`config.mk`:
```
export PLATFORM = sky130hd
export DESIGN_NAME = par_deserializer_flat
export DESIGN_NICKNAME = d
export VERILOG_FILES = /design/src/rtl/par_deserializer_pkg.sv /design/src/rtl/par_deserializer_if.sv /design/src/rtl/par_deserializer_out_stage.sv /design/src/rtl/par_deserializer.sv /design/src/flat_wrapper.sv
export SDC_FILE = /design/constraint.sdc
export NUM_CORES = 1
export LEC_CHECK = 0
export BUFFER_PORTS_ARGS = -buffer_cell sky130_fd_sc_hd__buf_4
export CAP_MARGIN = 0
export CELL_PAD_IN_SITES_DETAIL_PLACEMENT = 0
export CELL_PAD_IN_SITES_GLOBAL_PLACEMENT = 1
export CORE_MARGIN = 2
export CORE_UTILIZATION = 38
export CTS_CLUSTER_DIAMETER = 60
export CTS_CLUSTER_SIZE = 24
export DETAILED_ROUTE_END_ITERATION = 7
export GPL_TIMING_DRIVEN = 0
export HOLD_SLACK_MARGIN = 0.06
export PLACE_DENSITY_LB_ADDON = 0.1
export SYNTH_ARGS = -nofsm -noshare
export SYNTH_HDL_FRONTEND = slang
export SYNTH_SLANG_ARGS = --single-unit
export TNS_END_PERCENT = 5
```
`constraint.sdc`:
```
create_clock -name clk_i -period 1.55 [get_ports clk_i]
set_input_delay 0.0775 -clock clk_i [delete_from_list [all_inputs] [get_ports clk_i]]
set_output_delay 0.0775 -clock clk_i [all_outputs]
set_load 0.03 [all_outputs]
```
`src/rtl/par_deserializer_pkg.sv`:
```
// Shared deserializer/serializer definitions: bit-order encodings and the
// count-width helper.
package deser_pkg;

  localparam bit ORD_MSB_FIRST = 1'b1;
  localparam bit ORD_LSB_FIRST = 1'b0;

  // Width needed to hold a bit count in 0..dw inclusive.
  function automatic int cnt_w(input int dw);
    return $clog2(dw + 1);
  endfunction

endpackage

```
`src/rtl/par_deserializer_if.sv`:
```
// Output word bus of the deserializer: word, bit count, valid and downstream ready.
interface par_deserializer_if #(
  parameter int DATA_W = 16,
  parameter int CNT_W  = 5
);
  logic [DATA_W-1:0] deser_data_o;
  logic              deser_data_val_o;
  logic [CNT_W-1:0]  deser_data_cnt_o;
  logic              deser_ready_i;

  modport master (
    output deser_data_o, deser_data_val_o, deser_data_cnt_o,
    input  deser_ready_i
  );

  modport slave (
    input  deser_data_o, deser_data_val_o, deser_data_cnt_o,
    output deser_ready_i
  );
endinterface

```
`src/rtl/par_deserializer_out_stage.sv`:
```
// Output hold register: keeps a word stable until ready, drops a new word
// arriving while blocked and flags it with a one-cycle overflow pulse.
module deser_out_stage #(
  parameter int DATA_W = 16,
  parameter int CNT_W  = 5
) (
  input  logic              clk_i,
  input  logic              srst_i,
  input  logic              i_load,
  input  logic [DATA_W-1:0] i_data,
  input  logic [CNT_W-1:0]  i_cnt,
  input  logic              i_ready,
  output logic [DATA_W-1:0] o_data,
  output logic [CNT_W-1:0]  o_cnt,
  output logic              o_val,
  output logic              o_overflow
);

  always_ff @(posedge clk_i) begin
    if (srst_i) begin
      o_data     <= '0;
      o_cnt      <= '0;
      o_val      <= 1'b0;
      o_overflow <= 1'b0;
    end else begin
      o_overflow <= 1'b0;
      if (i_load) begin
        // A held word can be replaced only in the cycle it is consumed.
        if (!o_val || i_ready) begin
          o_data <= i_data;
          o_cnt  <= i_cnt;
          o_val  <= 1'b1;
        end else begin
          o_overflow <= 1'b1;
        end
      end else if (o_val && i_ready) begin
        o_val <= 1'b0;
      end
    end
  end

endmodule

```
`src/rtl/par_deserializer.sv`:
```
// Serial-to-parallel deserializer with selectable bit order.
// Define PAR_DESER_FLUSH_EN to enable emitting partial words on flush_i.
module par_deserializer
  import deser_pkg::*;
#(
  parameter int DATA_W    = 16,
  parameter bit MSB_FIRST = ORD_MSB_FIRST
) (
  input  logic clk_i,
  input  logic srst_i,
  input  logic data_i,
  input  logic data_val_i,
  input  logic flush_i,
  par_deserializer_if.master bus,
  output logic overflow_o
);

  localparam int CNT_W = cnt_w(DATA_W);

  logic [CNT_W-1:0]  r_cnt;
  logic [DATA_W-1:0] r_asm;
  logic [CNT_W-1:0]  w_pos;
  logic [CNT_W-1:0]  w_cnt_nxt;
  logic [DATA_W-1:0] w_asm_nxt;
  logic              w_full;
  logic              w_flush;
  logic              w_load;

  assign w_pos = (MSB_FIRST == ORD_MSB_FIRST) ? (CNT_W'(DATA_W - 1) - r_cnt) : r_cnt;

  // Accept the incoming bit first so a same-cycle flush sees it.
  always_comb begin
    w_cnt_nxt = r_cnt;
    w_asm_nxt = r_asm;
    if (data_val_i) begin
      w_asm_nxt = r_asm | ({{(DATA_W-1){1'b0}}, data_i} << w_pos);
      w_cnt_nxt = r_cnt + 1'b1;
    end
  end

  assign w_full = (w_cnt_nxt == CNT_W'(DATA_W));

`ifdef PAR_DESER_FLUSH_EN
  assign w_flush = flush_i && (w_cnt_nxt != '0);
`else
  logic w_unused_flush;
  assign w_unused_flush = flush_i;
  assign w_flush        = 1'b0;
`endif

  assign w_load = w_full || w_flush;

  always_ff @(posedge clk_i) begin
    if (srst_i) begin
      r_cnt <= '0;
      r_asm <= '0;
    end else if (w_load) begin
      r_cnt <= '0;
      r_asm <= '0;
    end else begin
      r_cnt <= w_cnt_nxt;
      r_asm <= w_asm_nxt;
    end
  end

  deser_out_stage #(
    .DATA_W (DATA_W),
    .CNT_W  (CNT_W)
  ) u_out (
    .clk_i      (clk_i),
    .srst_i     (srst_i),
    .i_load     (w_load),
    .i_data     (w_asm_nxt),
    .i_cnt      (w_cnt_nxt),
    .i_ready    (bus.deser_ready_i),
    .o_data     (bus.deser_data_o),
    .o_cnt      (bus.deser_data_cnt_o),
    .o_val      (bus.deser_data_val_o),
    .o_overflow (overflow_o)
  );

endmodule

```
`src/flat_wrapper.sv`:
```
// flat-port wrapper written by rule: the top's interface ports become plain ports
module par_deserializer_flat import deser_pkg::*;
#(
  parameter int DATA_W    = 16,
  parameter bit MSB_FIRST = ORD_MSB_FIRST
)
  (clk_i, srst_i, data_i, data_val_i, flush_i, overflow_o, bus_deser_data_o, bus_deser_data_val_o, bus_deser_data_cnt_o, bus_deser_ready_i);
  par_deserializer_if #(.DATA_W(DATA_W), .CNT_W(5)) bus_i ();
  input  logic clk_i;
  input  logic srst_i;
  input  logic data_i;
  input  logic data_val_i;
  input  logic flush_i;
  output logic overflow_o;
  output wire logic [$bits(bus_i.deser_data_o)-1:0] bus_deser_data_o;
  output wire logic [$bits(bus_i.deser_data_val_o)-1:0] bus_deser_data_val_o;
  output wire logic [$bits(bus_i.deser_data_cnt_o)-1:0] bus_deser_data_cnt_o;
  input wire logic [$bits(bus_i.deser_ready_i)-1:0] bus_deser_ready_i;
  assign bus_deser_data_o = bus_i.deser_data_o;
  assign bus_deser_data_val_o = bus_i.deser_data_val_o;
  assign bus_deser_data_cnt_o = bus_i.deser_data_cnt_o;
  assign bus_i.deser_ready_i = bus_deser_ready_i;
  par_deserializer #(.DATA_W(DATA_W), .MSB_FIRST(MSB_FIRST)) u_core (.clk_i(clk_i), .srst_i(srst_i), .data_i(data_i), .data_val_i(data_val_i), .flush_i(flush_i), .bus(bus_i), .overflow_o(overflow_o));
endmodule
```
# Word-level counts from Yosys, hierarchy flattened

Cells that the tools add are included.

Bits of input ports: 6
Logic and storage cells: 27
Output and inout bits: 23
Bits in registers: 44

Multiplexer cells: 6
Eq/ne operators: 2
Bitwise operators: 2
Reductions and logical operators: 8
Add/sub/neg operators: 2
Shift-type cells: 1

Operators with widths:

| operator                                         | number |
|---|---|
| 2-to-1 mux 16 bit                                | 1 |
| bitwise OR 16 bit                                | 1 |
| << shifter 1 x 5 -> 16 bit                       | 1 |
| adder 5 x 1 -> 5 bit (second input constant)     | 1 |
| equality test 5 bit (second input constant)      | 1 |
| 2-to-1 mux 5 bit                                 | 1 |
| subtractor 4 x 5 -> 5 bit (first input constant) | 1 |
| 2-to-1 mux 1 bit                                 | 4 |
| AND reduction 2 bit                              | 2 |
| OR reduction 2 bit                               | 2 |
| != test 2 x 1 -> 1 bit (second input constant)   | 1 |
| nonzero test 2 bit                               | 1 |
| logical AND 1 bit                                | 1 |
| logical NOT 1 bit                                | 1 |
| logical OR 1 bit                                 | 1 |
| inverter 1 bit                                   | 1 |

# Longest topological paths before layout

Gate-level depths: netlist of run 1.

Depth after elaboration: 5
Mapped depth: 7

# Modules after synthesis

A second synthesis of run 1 with hierarchy kept.

Cell total of the unflattened synthesis: 199
Area, all modules: 2016.9 sq um

Modules (own cells, without submodules):

| module           | seq. area each (sq um) | cells an instance | times used | area an instance (sq um) |
|---|---|---|---|---|
| deser_out_stage  | 460.4                  | 97                | 1          | 1023.5 |
| par_deserializer | 420.4                  | 102               | 1          | 993.5 |

# Worst setup path before layout of run 1

No wires, ideal clock.

Path type: register to register
Start: register u_core.r_cnt[0]
End: register u_core.u_out.o_data[10]
Library setup time: 136 ps
Buffers on the path: 2
Data arrival time: 1578 ps
Period minus slack after synthesis: 1713 ps
Cell stages (with the launch flop): 7
Path slack: -163 ps
Path through: dfxtp_1 > buf_6 > or4_4 > o31ai_4 > and4_4 > buf_6 > a211oi_1

Cells in the longest elaborated chain, start to end: 4
Elaborated cells between the ends (all ways): 8
Classes of those cells: add/sub: 2; eq/ne: 1; shift: 1; mux: 2; bitwise: 1; reduce/logical: 1

RTL lines:

| item                                                                      | line                                           | source |
|---|---|---|
| from (decl)                                                               | par_deserializer.sv:20                         | `logic [CNT_W-1:0] r_cnt;` |
| from (signal assigned)                                                    | par_deserializer.sv:61                         | `r_cnt <= w_cnt_nxt;` |
| adder 5 x 1 -> 5 bit / subtractor 4 x 5 -> 5 bit (equally long branches)  | par_deserializer.sv:37, par_deserializer.sv:29 |  |
| 2-to-1 mux 5 bit / << shifter 1 x 5 -> 16 bit (equally long branches)     | par_deserializer.sv:35, par_deserializer.sv:36 |  |
| equality test 5 bit / bitwise OR 16 bit (equally long branches)           | par_deserializer.sv:41, par_deserializer.sv:36 |  |
| AND reduction 2 bit (no line) / 2-to-1 mux 16 bit (equally long branches) | n/a                                            |  |
| to (signal assigned)                                                      | par_deserializer_out_stage.sv:30               | `o_data <= i_data;` |
| to (decl)                                                                 | par_deserializer_out_stage.sv:13               | `output logic [DATA_W-1:0] o_data,` |

Several ways; a longest one is shown, not always the timed one.
A chain may end at the register's enable or synchronous reset.

# Final worst setup path of run 1

Start: register u_core.r_cnt[0]
End: register u_core.u_out.o_data[8]

The elaborated chain is that of the path after synthesis.

==> results.py, run 1 <==
metrics = {
    "synthesis": {
        "ys_seq_area_share_pct": 52.0,
        "yosysWarnings": 0,
        "ys_ff_latch": 44,
        "synth.cell_area_um2": 1690,
        "synthCells": 165,
        "syn_nets": 172,
        "ys_types": 32,
        "synth_edf_count": 0,
        "syn-mean-instance-area_um2": 10.3,
        "synthFlopType": "dfxtp_1",
        "async_flop_share_pct": 0,
    },
    "critical_path": {
        "slowest_stage": "or4_4",
        "max_stage_delay_ps": 520,
        "cp-endpoint": "u_core.u_out.o_data[8]",
        "critPathLaunch": "u_core.r_cnt[0]",
        "crit_top_cell": "buf_6",
        "critPathBufInv": 2,
        "end_kind": "register",
        "crit_path_start_kind": "register",
        "rr_endpoint": "u_core.u_out.o_data[8]",
        "critPathRequiredTime_ps": 1730,
        "cp_max_fo": 10,
        "crit_chain": "buf_6, or4_4, o31ai_4, and4_4, buf_6, a211oi_1",
        "path_delay_family": "simple AND/OR/NAND/NOR gates",
        "cp_num_cells": 6,
        "crit_type": "reg2reg",
        "r2r-start": "u_core.r_cnt[0]",
        "worstRegToRegCells": 6,
        "r2r_setup_slack_ps": -220,
        "cp.arrival_ps": 1950,
    },
    "placement": {
        "dp_hpwl_um": 2800,
        "io_buffers": 25,
        "place_congestion": 0.793,
    },
    "clocking": {
        "cts.htree.levels": 2,
        "cts_buffers": 5,
        "cts_num_sinks": 44,
        "root_buffer": "clkbuf_8",
        "cts.reportedPaths.clkPinSlew_ps": 90,
        "clock_latency_ps": 300,
        "cts_max_path_buffers": 2,
        "cts_tree": "built",
    },
    "finish": {
        "nets": 210,
        "fin_util_pct": 49.9,
        "diodes": 0,
        "final_common_cell": "dfxtp_1",
        "mostFrequentLayoutCells": "dfxtp_1, buf_4, nor2_1, a41oi_1, a211oi_1",
        "drive_above_1_share_pct": 28.9,
        "synthToLayoutAreaGrowth_pct": 27.3,
        "fillCellCount": 424,
    },
    "sta": {
        "fin_tns_setup_ps": -5650,
        "period_needed_ps": 1770,
        "max_freq_mhz": 565,
        "final-hold-violation-count": 0,
        "finalSetupViolCount": 42,
        "slew_viol_final": 0,
        "hold_slack_ps": 127,
        "tightest_slew_ps": 527,
        "skew_ps": 9.52,
        "rsz0062_at_grt": "true",
        "slew_headroom_pct": 64.6,
        "fin_crit_sh_pct": 114,
        "layout_setup_ws_ps": -221,
    },
    "worst_hold_path": {
        "min_from": "data_val_i",
        "hp-class": "in2reg",
    },
    "floorplan": {
        "core_area_um2": 4320,
        "die_w_um": 70.8,
        "die_h_um": 70.8,
        "die_area_um2": 5010,
        "rows": 24,
        "boundaryPins": 29,
        "start_util_pct": 39.2,
    },
    "drt": {
        "drt_iter0_markers": 80,
        "avgViaCountPerCell": 5.41,
        "route.antenna.remaining_nets": 0,
        "drt-pass1-iter-count": 4,
        "routedWlPerCell_um": 15.6,
        "vias": 1386,
        "finalWirelength_um": 3990,
        "drc": 0,
    },
    "global_route": {
        "overflow": 0,
        "grt.total_usage_pct": 16.7,
        "grt_max_degree": 16,
        "antenna_found_initial": 0,
        "grt_first_pass_wirelength_um": 6600,
        "grt_pass1_vias": 1360,
    },
    "power_and_ir_drop": {
        "p_leak_nw": 0.815,
        "power_mw": 2.23,
        "pwr_density_cell_nw_per_um2": 1030,
        "vdd_drop_max_uv": 473,
    },
    "run_status": {
        "violations": "negative setup slack",
        "status": "complete, but fails checks",
    },
    "job": {
        "cap_violations": 0,
    },
}
[area by class of cell]
| class | count | area, um2 | share of cell area (%) |
|---|---|---|---|
| clock inverter | 3 | 46.3 | 2.15 |
| timing repair buffer | 31 | 238 | 11.0 |
| tap | 52 | 65.1 | 3.02 |
| inverter | 1 | 3.75 | 0.174 |
| multi-input combinational | 102 | 687 | 31.8 |
| buffer | 18 | 166 | 7.71 |
| clock buffer | 5 | 68.8 | 3.19 |
| sequential | 44 | 882 | 40.9 |
[worst register-to-register path: stages, from the launching register on]
cell	delay [ps]
dfxtp_2	340
buf_6	130
or4_4	520
o31ai_4	110
and4_4	320
buf_6	150
a211oi_1	90
[where the power goes]
part           total (mW)  internal (mW)  switching [mW]
clock network       0.899          0.485           0.414
logic               0.184         0.0822           0.102
registers            1.15           1.14         0.00589
total                2.23           1.71           0.522
[synthesized netlist by cell type, drive strengths merged (2+ instances only)]
| cell | instances | share of area [%] |
|---|---|---|
| a211oi | 16 | 7.7 |
| a21oi | 13 | 3.8 |
| a31oi | 4 | 1.5 |
| a41oi | 16 | 8.3 |
| buf | 15 | 6.6 |
| clkbuf | 3 | 0.66 |
| dfxtp | 44 | 52 |
| nand2 | 2 | 0.44 |
| nand4 | 2 | 0.74 |
| nor2 | 23 | 5.1 |
| nor2b | 3 | 1.1 |
| nor3 | 3 | 0.89 |
| nor3b | 4 | 1.8 |
| xnor2 | 2 | 1.0 |
| xor2 | 3 | 1.6 |
[metal layers]
metal  GRT usage [%]  part of all wire, %
met5               0                    0
met3            3.99                  3.4
met2            27.7                   50
met4            5.03                  1.4
met1            21.5                   45
[sequential cells by signal, indices dropped and copies added (netlist names)]
name                     count
u_core.r_asm                16
u_core.u_out.o_data         16
u_core.r_cnt                 5
u_core.u_out.o_cnt           5
u_core.u_out.o_overflow      1
u_core.u_out.o_val           1
[stage by stage]
step	setup WS, ps	instances	area, um2
final	-221	256	2160
after global routing	-273	256	2160
after CTS	-214	254	2130
after detailed placement	-387	242	1950
after global placement	-341	242	1950
after floorplan	-143	165	1700
[cells by family (layout without fill, tap and decap cells)]
group / count (synthesis) / after routing / share of synthesized area [%]
AOI/OAI and AO/OA: 52 / 52 / 23.6
DFF: 44 / 44 / 52.0
and+or+nand+nor: 43 / 43 / 13.0
buffers and inverters: 19 / 58 / 7.46
xor gates and xnor gates: 5 / 5 / 2.59
adders and majority gates: 1 / 1 / 0.738
muxes: 1 / 1 / 0.591
[what timing repair did]
action,CTS,global route
hold buffers,2,0
pin swaps,3,1
buffers inserted,2,2
setup endpoints to repair,43,43
endpoints found under the hold margin,2,0
gates resized for setup,12,2
[how the worst min path moves through the flow]
stage / end / slack (ps) / depth (start not counted)
6_report: u_core.r_cnt[2] / 130 / 4
5_1_grt: u_core.r_cnt[2] / 140 / 4
4_1_cts: u_core.r_cnt[2] / 120 / 4
3_5_place_dp: u_core.r_cnt[0] / 370 / 3
3_3_place_gp: u_core.r_cnt[0] / 360 / 3
2_1_floorplan: u_core.r_cnt[0] / 340 / 3
(Power assumes the default switching activity.)
==> run 2, diff against run 1 <==
Settings changed: CORE_UTILIZATION 38 to 42.
Clock period 1.55 ns to 1.8 ns, I/O delays scaled along.
==> run 2 against run 1 <==
Effect of this change: first-iteration DRC count increased by 16%; the flow still finishes with violations (negative setup slack); utilization is 6.6 points higher; largest cell class unchanged; maximum frequency fell by 1.8%; clock power down 32%; combinational power fell by 9%; clock skew fell by 5.8 ps; cell count is 2.3% higher; wire length increased by 1.9%.
==> results.py, run 2 (synthesis gave the netlist of run 1 again) <==
metrics = {
    "floorplan": {
        "core_area_um2": 3940,
        "rows": 23,
        "die_h_um": 67.5,
        "start_util_pct": 43.0,
        "die_w_um": 67.5,
        "die_area_um2": 4560,
        "boundaryPins": 29,
    },
    "sta": {
        "slew_viol_final": 0,
        "max_freq_mhz": 555,
        "skew_ps": 3.70,
        "tightest_slew_ps": 549,
        "fin_crit_sh_pct": 100,
        "rsz0062_at_grt": "true",
        "period_needed_ps": 1800,
        "finalSetupViolCount": 3,
        "final-hold-violation-count": 0,
        "slew_headroom_pct": 63.1,
        "layout_setup_ws_ps": -2.91,
    },
    "power_and_ir_drop": {
        "power_mw": 1.77,
        "pwr_density_cell_nw_per_um2": 793,
        "p_leak_nw": 0.865,
        "vdd_drop_max_uv": 463,
    },
    "placement": {
        "io_buffers": 25,
        "dp_slack_ps": -131,
        "place_congestion": 0.826,
        "dp_hpwl_um": 2720,
    },
    "run_status": {
        "violations": "negative setup slack",
        "status": "complete, but fails checks",
    },
    "drt": {
        "vias": 1418,
        "drc": 0,
        "finalWirelength_um": 4060,
        "routedWlPerCell_um": 15.5,
        "avgViaCountPerCell": 5.41,
        "drt_iter0_markers": 93,
        "route.antenna.remaining_nets": 0,
        "drt-pass1-iter-count": 4,
    },
    "clocking": {
        "cts_buffers": 5,
        "root_buffer": "clkbuf_8",
        "cts_tree": "built",
        "cts.reportedPaths.clkPinSlew_ps": 80,
        "cts_num_sinks": 44,
        "cts.htree.levels": 2,
        "postCtsHoldBufs": 0,
        "clock_latency_ps": 300,
        "cts_max_path_buffers": 2,
    },
    "global_route": {
        "grt_max_degree": 15,
        "grt.total_usage_pct": 19.5,
        "grt_pass1_vias": 1266,
        "antenna_found_initial": 0,
        "overflow": 0,
        "grt_first_pass_wirelength_um": 6380,
    },
    "critical_path": {
        "crit_path_start_kind": "register",
        "cp.arrival_ps": 1970,
        "crit_type": "reg2reg",
        "critPathRequiredTime_ps": 1960,
        "cp_max_fo": 5,
        "end_kind": "register",
    },
    "finish": {
        "mostFrequentLayoutCells": "dfxtp_1, buf_4, nor2_1, a41oi_1",
        "biggestRegsByFlops": "u_core.r_asm: 16 flops, u_core.u_out.o_data: 16 flops",
        "final_common_cell": "dfxtp_1",
        "drive_above_1_share_pct": 36.8,
        "nets": 218,
        "synthToLayoutAreaGrowth_pct": 31.5,
        "diodes": 0,
    },
    "worst_hold_path": {
        "hp-class": "in2reg",
    },
    "job": {
        "cap_violations": 0,
    },
}
-- run 2: layer usage --
layer  vias to the layer above  GRT usage (%)  part of all wire (%)
li1                        704              -                     -
met1                       672           25.0                    43
met2                        38           31.0                    50
met3                         4           4.50                   5.2
met4                         0           9.18                  0.89
met5                         -              0                     0
-- run 2: area by class of cell --
cell class                      count  area [um2]
Clock inverter                      3        18.8
Sequential cell                    44         885
Tap cell                           50        62.6
Multi-Input combinational cell    102         724
Buffer                             18         160
Clock buffer                        5        68.8
Fill cell                         372        1720
Timing Repair Buffer               39         304
Inverter                            1        3.75
-- run 2: metrics by stage --
stage          util (%)  TNS, ps  hold slack, ps  instances  instance area (um2)
3_5_place_dp       49.3    -3280             379        240                 1940
6_report           56.5    -5.95            74.0        262                 2230
2_1_floorplan         -        0             349        165                 1690
3_3_place_gp       49.3    -1340             374        240                 1940
4_1_cts            53.8        0            68.1        254                 2120
5_1_grt            56.5     -304            76.9        262                 2230
-- run 2: worst paths after layout --
kind | start | endpoint | slack (ps) | cells after the start
max | u_core.r_cnt[0] | u_core.u_out.o_data[8] | -3 | 7
min | data_val_i | u_core.r_cnt[0] | 70 | 3
max reg2reg | u_core.r_cnt[0] | u_core.u_out.o_data[8] | -3 | 7
min reg2reg | u_core.r_asm[14] | u_core.r_asm[14] | 470 | 2
-- run 2: critical path, stage by stage, from the launching register on --
cell,delay (ps)
dfxtp_2,330
buf_6,110
or4_4,510
o31ai_4,70
buf_6,150
and4_4,270
buf_6,150
a211oi_1,60
-- run 2: what timing repair did --
item	in CTS	in global routing
gates cloned	2	0
pin swaps	3	4
gates resized for setup	15	13
endpoints found under the setup margin	41	29
buffers inserted	4	8
-- run 2: where the power goes --
| part | internal, mW | switching (mW) | total (mW) |
|---|---|---|---|
| Sequential | 0.982 | 0.00513 | 0.987 |
| Combinational | 0.0772 | 0.0910 | 0.168 |
| Clock | 0.270 | 0.340 | 0.610 |
